File: src/rtl/traffic_phase_ctrl.sv
// traffic_phase_ctrl: actuated two-approach intersection scheduler with a pedestrian walk phase.
//
// Sequence: NS_G -> NS_Y -> ALL_RA -> [PED] -> EW_G -> EW_Y -> ALL_RB -> [PED] -> NS_G.
// Transitions are evaluated only on internal phase ticks (one every TICK_DIV clks).
//
// Ports:
//   clk, rst_n         clock, asynchronous active-low reset
//   ns_car, ew_car     vehicle presence per approach (sampled on tick clks)
//   ped_req            pedestrian button (pulse or level)
//   ns_g/ns_y/ns_r     NS signal head (registered)
//   ew_g/ew_y/ew_r     EW signal head (registered)
//   walk               pedestrian walk lamp (registered)
//   ped_ack            one-clk pulse on entry to the walk phase
//   tick               internal phase tick, for observation
//
// Configuration: define TRAFFIC_PED_EN to build the pedestrian logic. Without it the walk
// phase is unreachable, ped_req is ignored and walk/ped_ack are tied low.
module traffic_phase_ctrl #(
   parameter int unsigned TICK_DIV  = 5,
   parameter int unsigned GREEN_MIN = 5,
   parameter int unsigned GREEN_MAX = 10,
   parameter int unsigned YELLOW_T  = 2,
   parameter int unsigned ALLRED_T  = 1,
   parameter int unsigned WALK_T    = 4
) (
   input  logic clk,
   input  logic rst_n,
   input  logic ns_car,
   input  logic ew_car,
   input  logic ped_req,
   output logic ns_g,
   output logic ns_y,
   output logic ns_r,
   output logic ew_g,
   output logic ew_y,
   output logic ew_r,
   output logic walk,
   output logic ped_ack,
   output logic tick
);

   localparam int unsigned DW = $clog2(TICK_DIV);
   localparam int unsigned CW = $clog2(GREEN_MAX + 1);
   localparam logic [DW-1:0] DIV_LAST = DW'(TICK_DIV - 1);
   localparam logic [CW-1:0] CNT_SAT  = CW'(GREEN_MAX);

   localparam logic [2:0] StNsG  = 3'd0;
   localparam logic [2:0] StNsY  = 3'd1;
   localparam logic [2:0] StAllRa = 3'd2;
   localparam logic [2:0] StEwG  = 3'd3;
   localparam logic [2:0] StEwY  = 3'd4;
   localparam logic [2:0] StAllRb = 3'd5;
   localparam logic [2:0] StPed  = 3'd6;

   // Head lamp vector order: {ns_g, ns_y, ns_r, ew_g, ew_y, ew_r}
   localparam logic [5:0] HeadsRst = 6'b100_001;

   logic [DW-1:0] div_cnt_q, div_cnt_d;
   logic [CW-1:0] phase_cnt_q, phase_cnt_d;
   logic [2:0]    state_q, state_d;
   logic          next_ew_q, next_ew_d;   // green to resume after the walk phase
   logic [5:0]    heads_q, heads_d;
   logic [31:0]   e;                      // ticks elapsed including the current one
   logic          ped_pend;

   assign tick = (div_cnt_q == DIV_LAST);
   assign e    = 32'(phase_cnt_q) + 32'd1;

   always_comb begin
      div_cnt_d = tick ? '0 : div_cnt_q + DW'(1);
   end

   always_comb begin
      state_d   = state_q;
      next_ew_d = next_ew_q;
      if (tick) begin
         case (state_q)
            StNsG: begin
               if (e >= GREEN_MIN && (ew_car || ped_pend) && (!ns_car || e >= GREEN_MAX)) begin
                  state_d = StNsY;
               end
            end
            StNsY: if (e == YELLOW_T) state_d = StAllRa;
            StAllRa: begin
               if (e == ALLRED_T) begin
                  if (ped_pend) begin
                     state_d   = StPed;
                     next_ew_d = 1'b1;
                  end else begin
                     state_d = StEwG;
                  end
               end
            end
            StEwG: begin
               if (e >= GREEN_MIN && (ns_car || ped_pend) && (!ew_car || e >= GREEN_MAX)) begin
                  state_d = StEwY;
               end
            end
            StEwY: if (e == YELLOW_T) state_d = StAllRb;
            StAllRb: begin
               if (e == ALLRED_T) begin
                  if (ped_pend) begin
                     state_d   = StPed;
                     next_ew_d = 1'b0;
                  end else begin
                     state_d = StNsG;
                  end
               end
            end
            StPed: if (e == WALK_T) state_d = next_ew_q ? StEwG : StNsG;
            default: state_d = StNsG;
         endcase
      end
   end

   // Counter restarts on any state change; saturation keeps it from wrapping while resting.
   always_comb begin
      if (state_d != state_q) begin
         phase_cnt_d = '0;
      end else if (tick && phase_cnt_q != CNT_SAT) begin
         phase_cnt_d = phase_cnt_q + CW'(1);
      end else begin
         phase_cnt_d = phase_cnt_q;
      end
   end

   // Lamps are decoded from the next state so they flip on the same edge as the state.
   always_comb begin
      case (state_d)
         StNsG:   heads_d = 6'b100_001;
         StNsY:   heads_d = 6'b010_001;
         StEwG:   heads_d = 6'b001_100;
         StEwY:   heads_d = 6'b001_010;
         default: heads_d = 6'b001_001;
      endcase
   end

   always_ff @(posedge clk or negedge rst_n) begin
      if (!rst_n) begin
         div_cnt_q   <= '0;
         phase_cnt_q <= '0;
         state_q     <= StNsG;
         next_ew_q   <= 1'b0;
         heads_q     <= HeadsRst;
      end else begin
         div_cnt_q   <= div_cnt_d;
         phase_cnt_q <= phase_cnt_d;
         state_q     <= state_d;
         next_ew_q   <= next_ew_d;
         heads_q     <= heads_d;
      end
   end

   assign {ns_g, ns_y, ns_r, ew_g, ew_y, ew_r} = heads_q;

`ifdef TRAFFIC_PED_EN
   logic enter_ped;
   logic ped_pending_q, ped_pending_d;
   logic ped_ack_q, ped_ack_d;
   logic walk_q, walk_d;

   assign enter_ped = (state_d == StPed) && (state_q != StPed);

   // Requests are ignored during the walk and on its entry clk, so they cannot re-arm it.
   always_comb begin
      if (enter_ped) begin
         ped_pending_d = 1'b0;
      end else if (state_q != StPed && ped_req) begin
         ped_pending_d = 1'b1;
      end else begin
         ped_pending_d = ped_pending_q;
      end
      ped_ack_d = enter_ped;
      walk_d    = (state_d == StPed);
   end

   always_ff @(posedge clk or negedge rst_n) begin
      if (!rst_n) begin
         ped_pending_q <= 1'b0;
         ped_ack_q     <= 1'b0;
         walk_q        <= 1'b0;
      end else begin
         ped_pending_q <= ped_pending_d;
         ped_ack_q     <= ped_ack_d;
         walk_q        <= walk_d;
      end
   end

   assign ped_pend = ped_pending_q;
   assign walk     = walk_q;
   assign ped_ack  = ped_ack_q;
`else
   logic unused_ped_req;
   assign unused_ped_req = ped_req;
   assign ped_pend       = 1'b0;
   assign walk           = 1'b0;
   assign ped_ack        = 1'b0;
`endif

endmodule

File: config.mk
export PLATFORM = sky130hd
export DESIGN_NAME = traffic_phase_ctrl
export DESIGN_NICKNAME = d
export VERILOG_FILES = /design/src/rtl/traffic_phase_ctrl.sv
export SDC_FILE = /design/constraint.sdc
export NUM_CORES = 1
export LEC_CHECK = 0
export CORE_MARGIN = 2
export CORE_UTILIZATION = 50
export CTS_BUF_LIST = sky130_fd_sc_hd__clkbuf_8
export DETAILED_ROUTE_END_ITERATION = 10
export PLACE_DENSITY = 0.75
export SYNTH_ARGS = -nofsm -noshare
export SYNTH_HDL_FRONTEND = slang
export SYNTH_SLANG_ARGS = --single-unit
File: constraint.sdc
create_clock -name clk -period 3.2 [get_ports clk]
set_clock_uncertainty 0.2 [all_clocks]
set_input_delay 0.64 -clock clk [delete_from_list [all_inputs] [get_ports clk]]
set_output_delay 0.64 -clock clk [all_outputs]
set_load 0.005 [all_outputs]
After elaboration in Yosys (flattened, before gate mapping). Index checks and enable logic that the tools add are counted.

Register bits after elaboration: 16. Bits in read-only memories: 0. Bits of input ports: 5. Output and inout port bits: 9. Memories kept: 0. Latch bits: 0. Bits in writable memories: 0. Logic and storage cells: 49.

Add/subtract/negate cells: 3. Magnitude comparators: 2. Divide/modulo/power cells: 0. Shifts and indexed selects: 0. Bitwise gates (word level): 0. Equality and inequality tests: 15. Reductions and logical operators: 12. Multiplexer cells: 13. $mul: 0.

Operators with widths (number): $mux W3 (9); $pmux W6 S4 (1); $pmux W3 S7 (1); $eq A3 B3 Y1 const B (5); $eq A3 B2 Y1 const B (3); $mux W4 (2); $eq A3 B1 Y1 const B (2); $logic_not A3 Y1 (2); $add A4 B1 Y5 const B (1); $eq A5 B1 Y1 const B (1); $eq A5 B2 Y1 const B (1); $eq A5 B3 Y1 const B (1); $ge A5 B3 Y1 const B (1); $ge A5 B4 Y1 const B (1); $logic_and A1 B1 Y1 (5); $add A4 B1 Y4 const B (1); $ne A4 B4 Y1 const B (1); $add A3 B1 Y3 const B (1); $ne A3 B3 Y1 (1); $logic_not A1 Y1 (2); $logic_or A1 B1 Y1 (2); $reduce_bool A2 Y1 (1).

Longest topological paths before layout. Gate-level depths: netlist of the first run.

Depth after elaboration: 9. Mapped depth: 9. Depth with buffers taken out: 9.

Worst setup path before layout of the first run. No wires, ideal clock.

Path type: reg2reg. Start: reg phase_cnt_q[0]. End: reg heads_q[1]. Setup slack: 0.695 ns. Library setup time: 0.119 ns. Arrival: 2.186 ns. Buffers on the path: 0. Cell stages (with the launch flop): 9. Required time: 2.881 ns. Period minus slack after synthesis: 2.505 ns. Cells stage by stage: dfrtp_1 ha_1 and2_2 a21oi_2 or3_1 or3b_1 a32o_2 and2_4 and2_1.

Word-level cells in the longest chain between the ends: 9. Elaborated cells between the ends (all ways): 26. Classes of those cells: 1 x add/sub; 2 x order compare; 6 x eq/ne; 10 x mux; 7 x reduce/logical.

RTL lines: start: declaration (line 59) `logic [CW-1:0] phase_cnt_q, phase_cnt_d;`; start signal: assignment (line 147) `phase_cnt_q <= phase_cnt_d;`; $add A4 B1 Y5 * (line 67) `assign e = 32'(phase_cnt_q) + 32'd1;`; $ge A5 B3 Y1 / $ge A5 B4 Y1 (equally long branches) (line 79, 95); $logic_and A1 B1 Y1, or another cell as far along (line 95) `if (e >= GREEN_MIN && (ns_car || ped_pend) && (!ew_car || e >= GREEN_MAX)) begin`; $logic_and A1 B1 Y1 (on tied branches) (line 95, 79); $mux W3 (on tied branches) (line 95, 79); $pmux W3 S7 * (line 77) `case (state_q)`; $mux W3 * (line 76) `if (tick) begin`; $eq A3 B3 Y1, or another cell as far along (line 129) `case (state_d)`; $pmux W6 S4 * (line 129); named net heads_d[1] (line 62) `logic [5:0] heads_q, heads_d;`; end signal: assignment (line 144) `heads_q <= HeadsRst;`; end signal: assignment (line 150) `heads_q <= heads_d;`; end: declaration (line 62).

The timed path passes the listed nets; every way through them passes the cells marked *. A chain may end at the register's enable or synchronous reset.

Worst setup path after layout of the first run.
Start: reg phase_cnt_q[0]. End: reg heads_q[5].

The elaborated chain is that of the path after synthesis.

==> impl_metrics.tcl, run 1 <==
set metrics [dict create \
    outcome "complete, no violations" \
    synth_commonest_cells "dfrtp_1, nor2_1, nand2_1" \
    cts_tree "built" \
    syn-cell-area_um2 1040 \
    setup_tns_ns 0 \
    period_share_pct 86.8 \
    die-area_um2 2450 \
    clk_pin_slew_ns 0.06 \
    cts_setup_buffers 0 \
    hold_path.class "reg2reg" \
    synth.largest_area_cell "dfrtp_1" \
    syn-mean-instance-area_um2 8.85 \
    h-tree-depth 1 \
    insertion_delay_ns 0.24 \
    crit_type "reg2reg" \
    routed_wirelength_um 1950 \
    grt_use_total_pct 18.1 \
    power_switching_mw 0.356 \
    ios 14 \
    fill_cells 181 \
    finalHoldViolations 0 \
    synthesis.instances 117 \
    synth_top_cell_area_share_pct 33.8 \
    async_reset_ff_share_pct 100 \
    layout-drive-gt1-share_pct 8.00 \
    drc_errors 0 \
    rows 16 \
    cp.arrival_ns 2.73 \
    rsz0062_at_grt "false" \
    power.leakage_nw 0.534 \
    clock-sinks 16 \
    max_freq_mhz 360 \
    maxSlewViolCount 0 \
    start_util_pct 52.8 \
    layout_min_cycle_time_ns 2.78 \
    p_comb_share_pct 48.7 \
    grt_pass1_wl_um 3440 \
    gp_congestion 0.896 \
    vias_per_cell 5.44 \
    drt_iter0_drc 15 \
    ant_nets 0 \
    place_inst 148 \
    grt_pass1_vias 763 \
    via_count 827 \
    n_antenna_cell 0 \
    ys_seq_elements 16 \
    wl_per_cell_um 12.8 \
    crit_path_max_fanout 7 \
    synth_edf_count 0 \
    p_sw_share_pct 39.0 \
    cts.hold.buffers_added 0 \
    holdWs_ns 0.273 \
    cts_root_buf "clkbuf_8" \
    max_cap_viol_count 0 \
    ys_types 42 \
    sequentialPowerShare_pct 35.5 \
    overflow 0 \
    post_cts_resized 0 \
    crit_path_end_kind "flip-flop" \
    core_um2 1960 \
    powerDensity_nw_per_um2 773 \
    final_cells 152 \
    startpoint_type "flip-flop" \
    p_clk_share_pct 15.8 \
    grt_start_max_net_pins 17 \
    cp.required_ns 3.16 \
    synth_warnings 0 \
    io_buffers 10 \
    finalNetCount 137 \
    first_pass_iters 4 \
    p_int_mw 0.556 \
    vdd_ir_drop_max_v 0.000662 \
    worst_slew_pin_slew_ns 0.692 \
    clock_path_buffers 2 \
    die_height_um 49.5 \
    seq_area_frac_synth_pct 38.9 \
    dp_hpwl_um 1460 \
    fp.dieW_um 49.5 \
    yosys.cell_count.top_type "dfrtp_1" \
    setup_violations 0 \
    syn_to_final_growth_pct 13.9 \
    synthTopCellsByArea "dfrtp_1, ha_1, dfstp_2, nor2_1, mux2i_1" \
    max_slew_margin_pct 53.7 \
    antenna_found_initial 0 \
    synth_top_flop_cell "dfrtp_1" \
    numCtsBuffers 3 \
]
area by class of cell:
class / count / area (µm²) / area share, %
Sequential cell: 16 / 403 / 34.1
Tap cell: 27 / 33.8 / 2.86
Multi-Input combinational cell: 87 / 568 / 48.1
Inverter: 8 / 30.0 / 2.55
Clock inverter: 1 / 3.75 / 0.318
Timing Repair Buffer: 10 / 100 / 8.48
Clock buffer: 3 / 41.3 / 3.50
metrics by stage:
stage          total power, mW  setup slack [ns]  cell area [µm²]  util, %
2_1_floorplan            0.654             0.695             1040        -
5_1_grt                  0.998             0.170             1180     60.1
3_5_place_dp             0.772             0.460             1130     57.8
6_report                 0.912             0.424             1180     60.1
4_1_cts                  0.922             0.427             1180     60.1
3_3_place_gp             0.749             0.526             1130     57.8
routing by layer:
metal	vias up	routed length, µm	GRT usage (%)	share of wire (%)
met2	13	982	29.8	50
met4	0	17	4.17	0.87
met3	2	79	5.15	4.0
li1	415	-	-	-
met5	-	0	0	0
met1	397	873	23.6	45
worst max-delay path: stages, from the launching register on:
cell	delay (ns)
dfrtp_1	0.46
inv_1	0.10
ha_1	0.34
nor3b_1	0.25
or3_1	0.21
a21oi_1	0.08
or2_1	0.21
a211oi_1	0.34
o21a_1	0.27
nor3b_1	0.21
placed cells by master, fill, tap and decap left out, types with 2 or more instances in the layout:
master	netlist	layout
a21oi_1	4	4
and2_1	4	4
clkbuf_8	0	3
clkdlybuf4s50_1	0	10
conb_1	1	2
dfrtp_1	14	14
dfstp_2	2	2
ha_1	6	6
inv_1	7	8
mux2i_1	4	4
nand2_1	8	8
nand2b_1	5	5
nand3_1	5	5
nor2_1	12	12
nor3_1	2	2
nor3b_1	4	4
o21ai_0	6	6
or3_1	3	3
xor2_1	2	2
final timing paths:
| kind | start | end | slack (ns) | depth (start not counted) |
|---|---|---|---|---|
| min reg2reg | div_cnt_q[0]$_DFF_PN0_ | div_cnt_q[0]$_DFF_PN0_ | 0.27 | 1 |
| min | div_cnt_q[0]$_DFF_PN0_ | div_cnt_q[0]$_DFF_PN0_ | 0.27 | 1 |
| min in group asynchronous | rst_n | div_cnt_q[1]$_DFF_PN0_ | 0.62 | 1 |
| max | phase_cnt_q[0]$_DFFE_PN0P_ | heads_q[5]$_DFF_PN1_ | 0.42 | 9 |
| max reg2reg | phase_cnt_q[0]$_DFFE_PN0P_ | heads_q[5]$_DFF_PN1_ | 0.42 | 9 |
| max in group asynchronous | rst_n | heads_q[1]$_DFF_PN0_ | 1.74 | 1 |
sequential cells by signal, summed over array words and instances, names as in the netlist:
signal and flops:
phase_cnt_q 4, state_q 3, div_cnt_q 3, heads_q 6
cells by family after synthesis:
logic type      after synthesis  synth area share [%]
simple gates                 50                  26.0
compound gates               22                  14.5
flops                        16                  38.9
buf+inv                      15                  6.64
fa+ha+maj                     6                  7.25
mux                           4                  3.86
xor+xnor                      3                  2.54
other cells                   1                 0.362
power by group through the flow:
stage	clock (mW)	combinational, mW	sequential [mW]
6_report	0.144	0.445	0.324
5_1_grt	0.165	0.500	0.333
4_1_cts	0.149	0.450	0.323
3_5_place_dp	0	0.446	0.327
3_3_place_gp	0	0.427	0.323
2_1_floorplan	0	0.364	0.289
(Power assumes the default switching activity.)
==> run 2: changes to the inputs <==
--- a/config.mk
+++ b/config.mk
@@ -6,10 +6,10 @@
 export NUM_CORES = 1
 export LEC_CHECK = 0
 export CORE_MARGIN = 2
-export CORE_UTILIZATION = 50
+export CORE_UTILIZATION = 56
 export CTS_BUF_LIST = sky130_fd_sc_hd__clkbuf_8
 export DETAILED_ROUTE_END_ITERATION = 10
-export PLACE_DENSITY = 0.75
+export PLACE_DENSITY = 0.81
 export SYNTH_ARGS = -nofsm -noshare
 export SYNTH_HDL_FRONTEND = slang
 export SYNTH_SLANG_ARGS = --single-unit
==> run 2 against run 1 <==
  * Via count shrank 0.36%
  * Sequential power is essentially flat
  * Cell count shrank 1.3%
  * Routed wire length grew 1.5%
  * Count of clock-buffer cells in the layout is the same
  * Maximum frequency grew 1.5%
  * Critical path depth shrank 1
  * Highest routed layer unchanged
==> impl_metrics.tcl, run 2 (synthesis results as in run 1) <==
set metrics [dict create \
    outcome "complete, no violations" \
    wl_per_cell_um 13.2 \
    vdd_ir_drop_max_v 0.000510 \
    setup_tns_ns 0 \
    fill_cells 132 \
    post_cts_resized 0 \
    largest_register_ffs 6 \
    die_height_um 47.0 \
    insertion_delay_ns 0.24 \
    layout_min_cycle_time_ns 2.73 \
    drt_iter0_drc 20 \
    dp_hpwl_um 1450 \
    clk_pin_slew_ns 0.06 \
    cts_tree "built" \
    die-area_um2 2210 \
    via_count 824 \
    h-tree-depth 1 \
    grt_start_max_net_pins 17 \
    powerDensity_nw_per_um2 782 \
    core_um2 1730 \
    startpoint_type "flip-flop" \
    ant_nets 0 \
    max_slew_margin_pct 54.2 \
    finalHoldViolations 0 \
    ios 14 \
    period_share_pct 85.4 \
    clock-sinks 16 \
    antenna_found_initial 0 \
    start_util_pct 60.0 \
    setup_violations 0 \
    grt_pass1_wl_um 3310 \
    cp.required_ns 3.17 \
    vias_per_cell 5.49 \
    grt_use_total_pct 21.1 \
    grt.busiest_layer "met2" \
    cts_root_buf "clkbuf_8" \
    max_cap_viol_count 0 \
    io_buffers 10 \
    met3_usage_pct 2.31 \
    use_met1_pct 27.9 \
    worst_slew_pin_slew_ns 0.684 \
    cp.arrival_ns 2.70 \
    final_common_cell "dfrtp_1" \
    crit_path_end_kind "flip-flop" \
    n_antenna_cell 0 \
    rows 15 \
    holdWs_ns 0.284 \
    layout-drive-gt1-share_pct 8.00 \
    gp_congestion 0.878 \
    numCtsBuffers 3 \
    crit_path_max_fanout 7 \
    largest_registers "heads_q (6), phase_cnt_q (4)" \
    syn_to_final_growth_pct 13.6 \
    drc_errors 0 \
    max_freq_mhz 366 \
    overflow 0 \
    first_pass_iters 4 \
    cts_setup_buffers 0 \
    rsz0062_at_grt "false" \
    fp.dieW_um 47.0 \
    post-route-util_pct 68.2 \
    crit_type "reg2reg" \
    cts.hold.buffers_added 0 \
    power.leakage_nw 0.534 \
    finalNetCount 137 \
    hold_path.class "reg2reg" \
    clock_path_buffers 2 \
    routed_wirelength_um 1980 \
    grt_pass1_vias 767 \
    maxSlewViolCount 0 \
    grtUsageMet2_pct 36.4 \
    layout_common_cells "dfrtp_1, nor2_1, clkdlybuf4s50_1" \
    regMostFlops "heads_q" \
]
==> run 2: cell counts in the layout (fill, tap and decap cells not counted) <==
No cell type changed its count.
==> run 2: routing by layer <==
metal  vias to the layer above  wire (µm)  share of wire [%]
li1                        410          -                  -
met1                       390        884                 45
met2                        22       1010                 51
met3                         2         70                3.5
met4                         0         13               0.66
met5                         -          0                  0
==> run 2: per-stage QoR <==
step | std cells | worst slack [ns] | total power [mW] | area (µm²)
4_1_cts | 150 | 0.447 | 0.927 | 1180
5_1_grt | 150 | 0.267 | 0.995 | 1180
6_report | 150 | 0.466 | 0.920 | 1180
2_1_floorplan | 118 | 0.695 | 0.654 | 1040
3_3_place_gp | 146 | 0.537 | 0.745 | 1130
3_5_place_dp | 146 | 0.483 | 0.769 | 1130
==> run 2: worst paths after layout <==
check | depth (start not counted) | startpoint | to | slack (ns)
min in group asynchronous | 1 | rst_n | div_cnt_q[2]$_DFF_PN0_ | 0.61
max reg2reg | 8 | phase_cnt_q[0]$_DFFE_PN0P_ | heads_q[5]$_DFF_PN1_ | 0.47
min reg2reg | 1 | div_cnt_q[0]$_DFF_PN0_ | div_cnt_q[0]$_DFF_PN0_ | 0.28
max in group asynchronous | 1 | rst_n | phase_cnt_q[2]$_DFFE_PN0P_ | 1.76
min | 1 | div_cnt_q[0]$_DFF_PN0_ | div_cnt_q[0]$_DFF_PN0_ | 0.28
max | 8 | phase_cnt_q[0]$_DFFE_PN0P_ | heads_q[5]$_DFF_PN1_ | 0.47
==> run 2: area by class of cell <==
class	instances	area (µm²)	area share [%]
clock buffer	3	41.3	3.51
clock inverter	1	3.75	0.319
inverter	8	30.0	2.55
multi-input combinational	87	568	48.2
sequential	16	403	34.2
tap	25	31.3	2.66
timing repair buffer	10	100	8.50
==> run 2: power breakdown <==
group          leakage (nW)  switching (mW)  internal, mW
clock                0.0269          0.0653        0.0849
sequential            0.203          0.0669         0.258
combinational         0.304           0.232         0.213
==> run 2: worst max-delay path, stage by stage, from the launching register on <==
cell      delay (ns)
dfrtp_1         0.46
ha_1            0.30
nand2b_1        0.16
mux2i_1         0.30
a21oi_1         0.14
or2_1           0.25
a211oi_1        0.36
o21a_1          0.28
nor3b_1         0.21
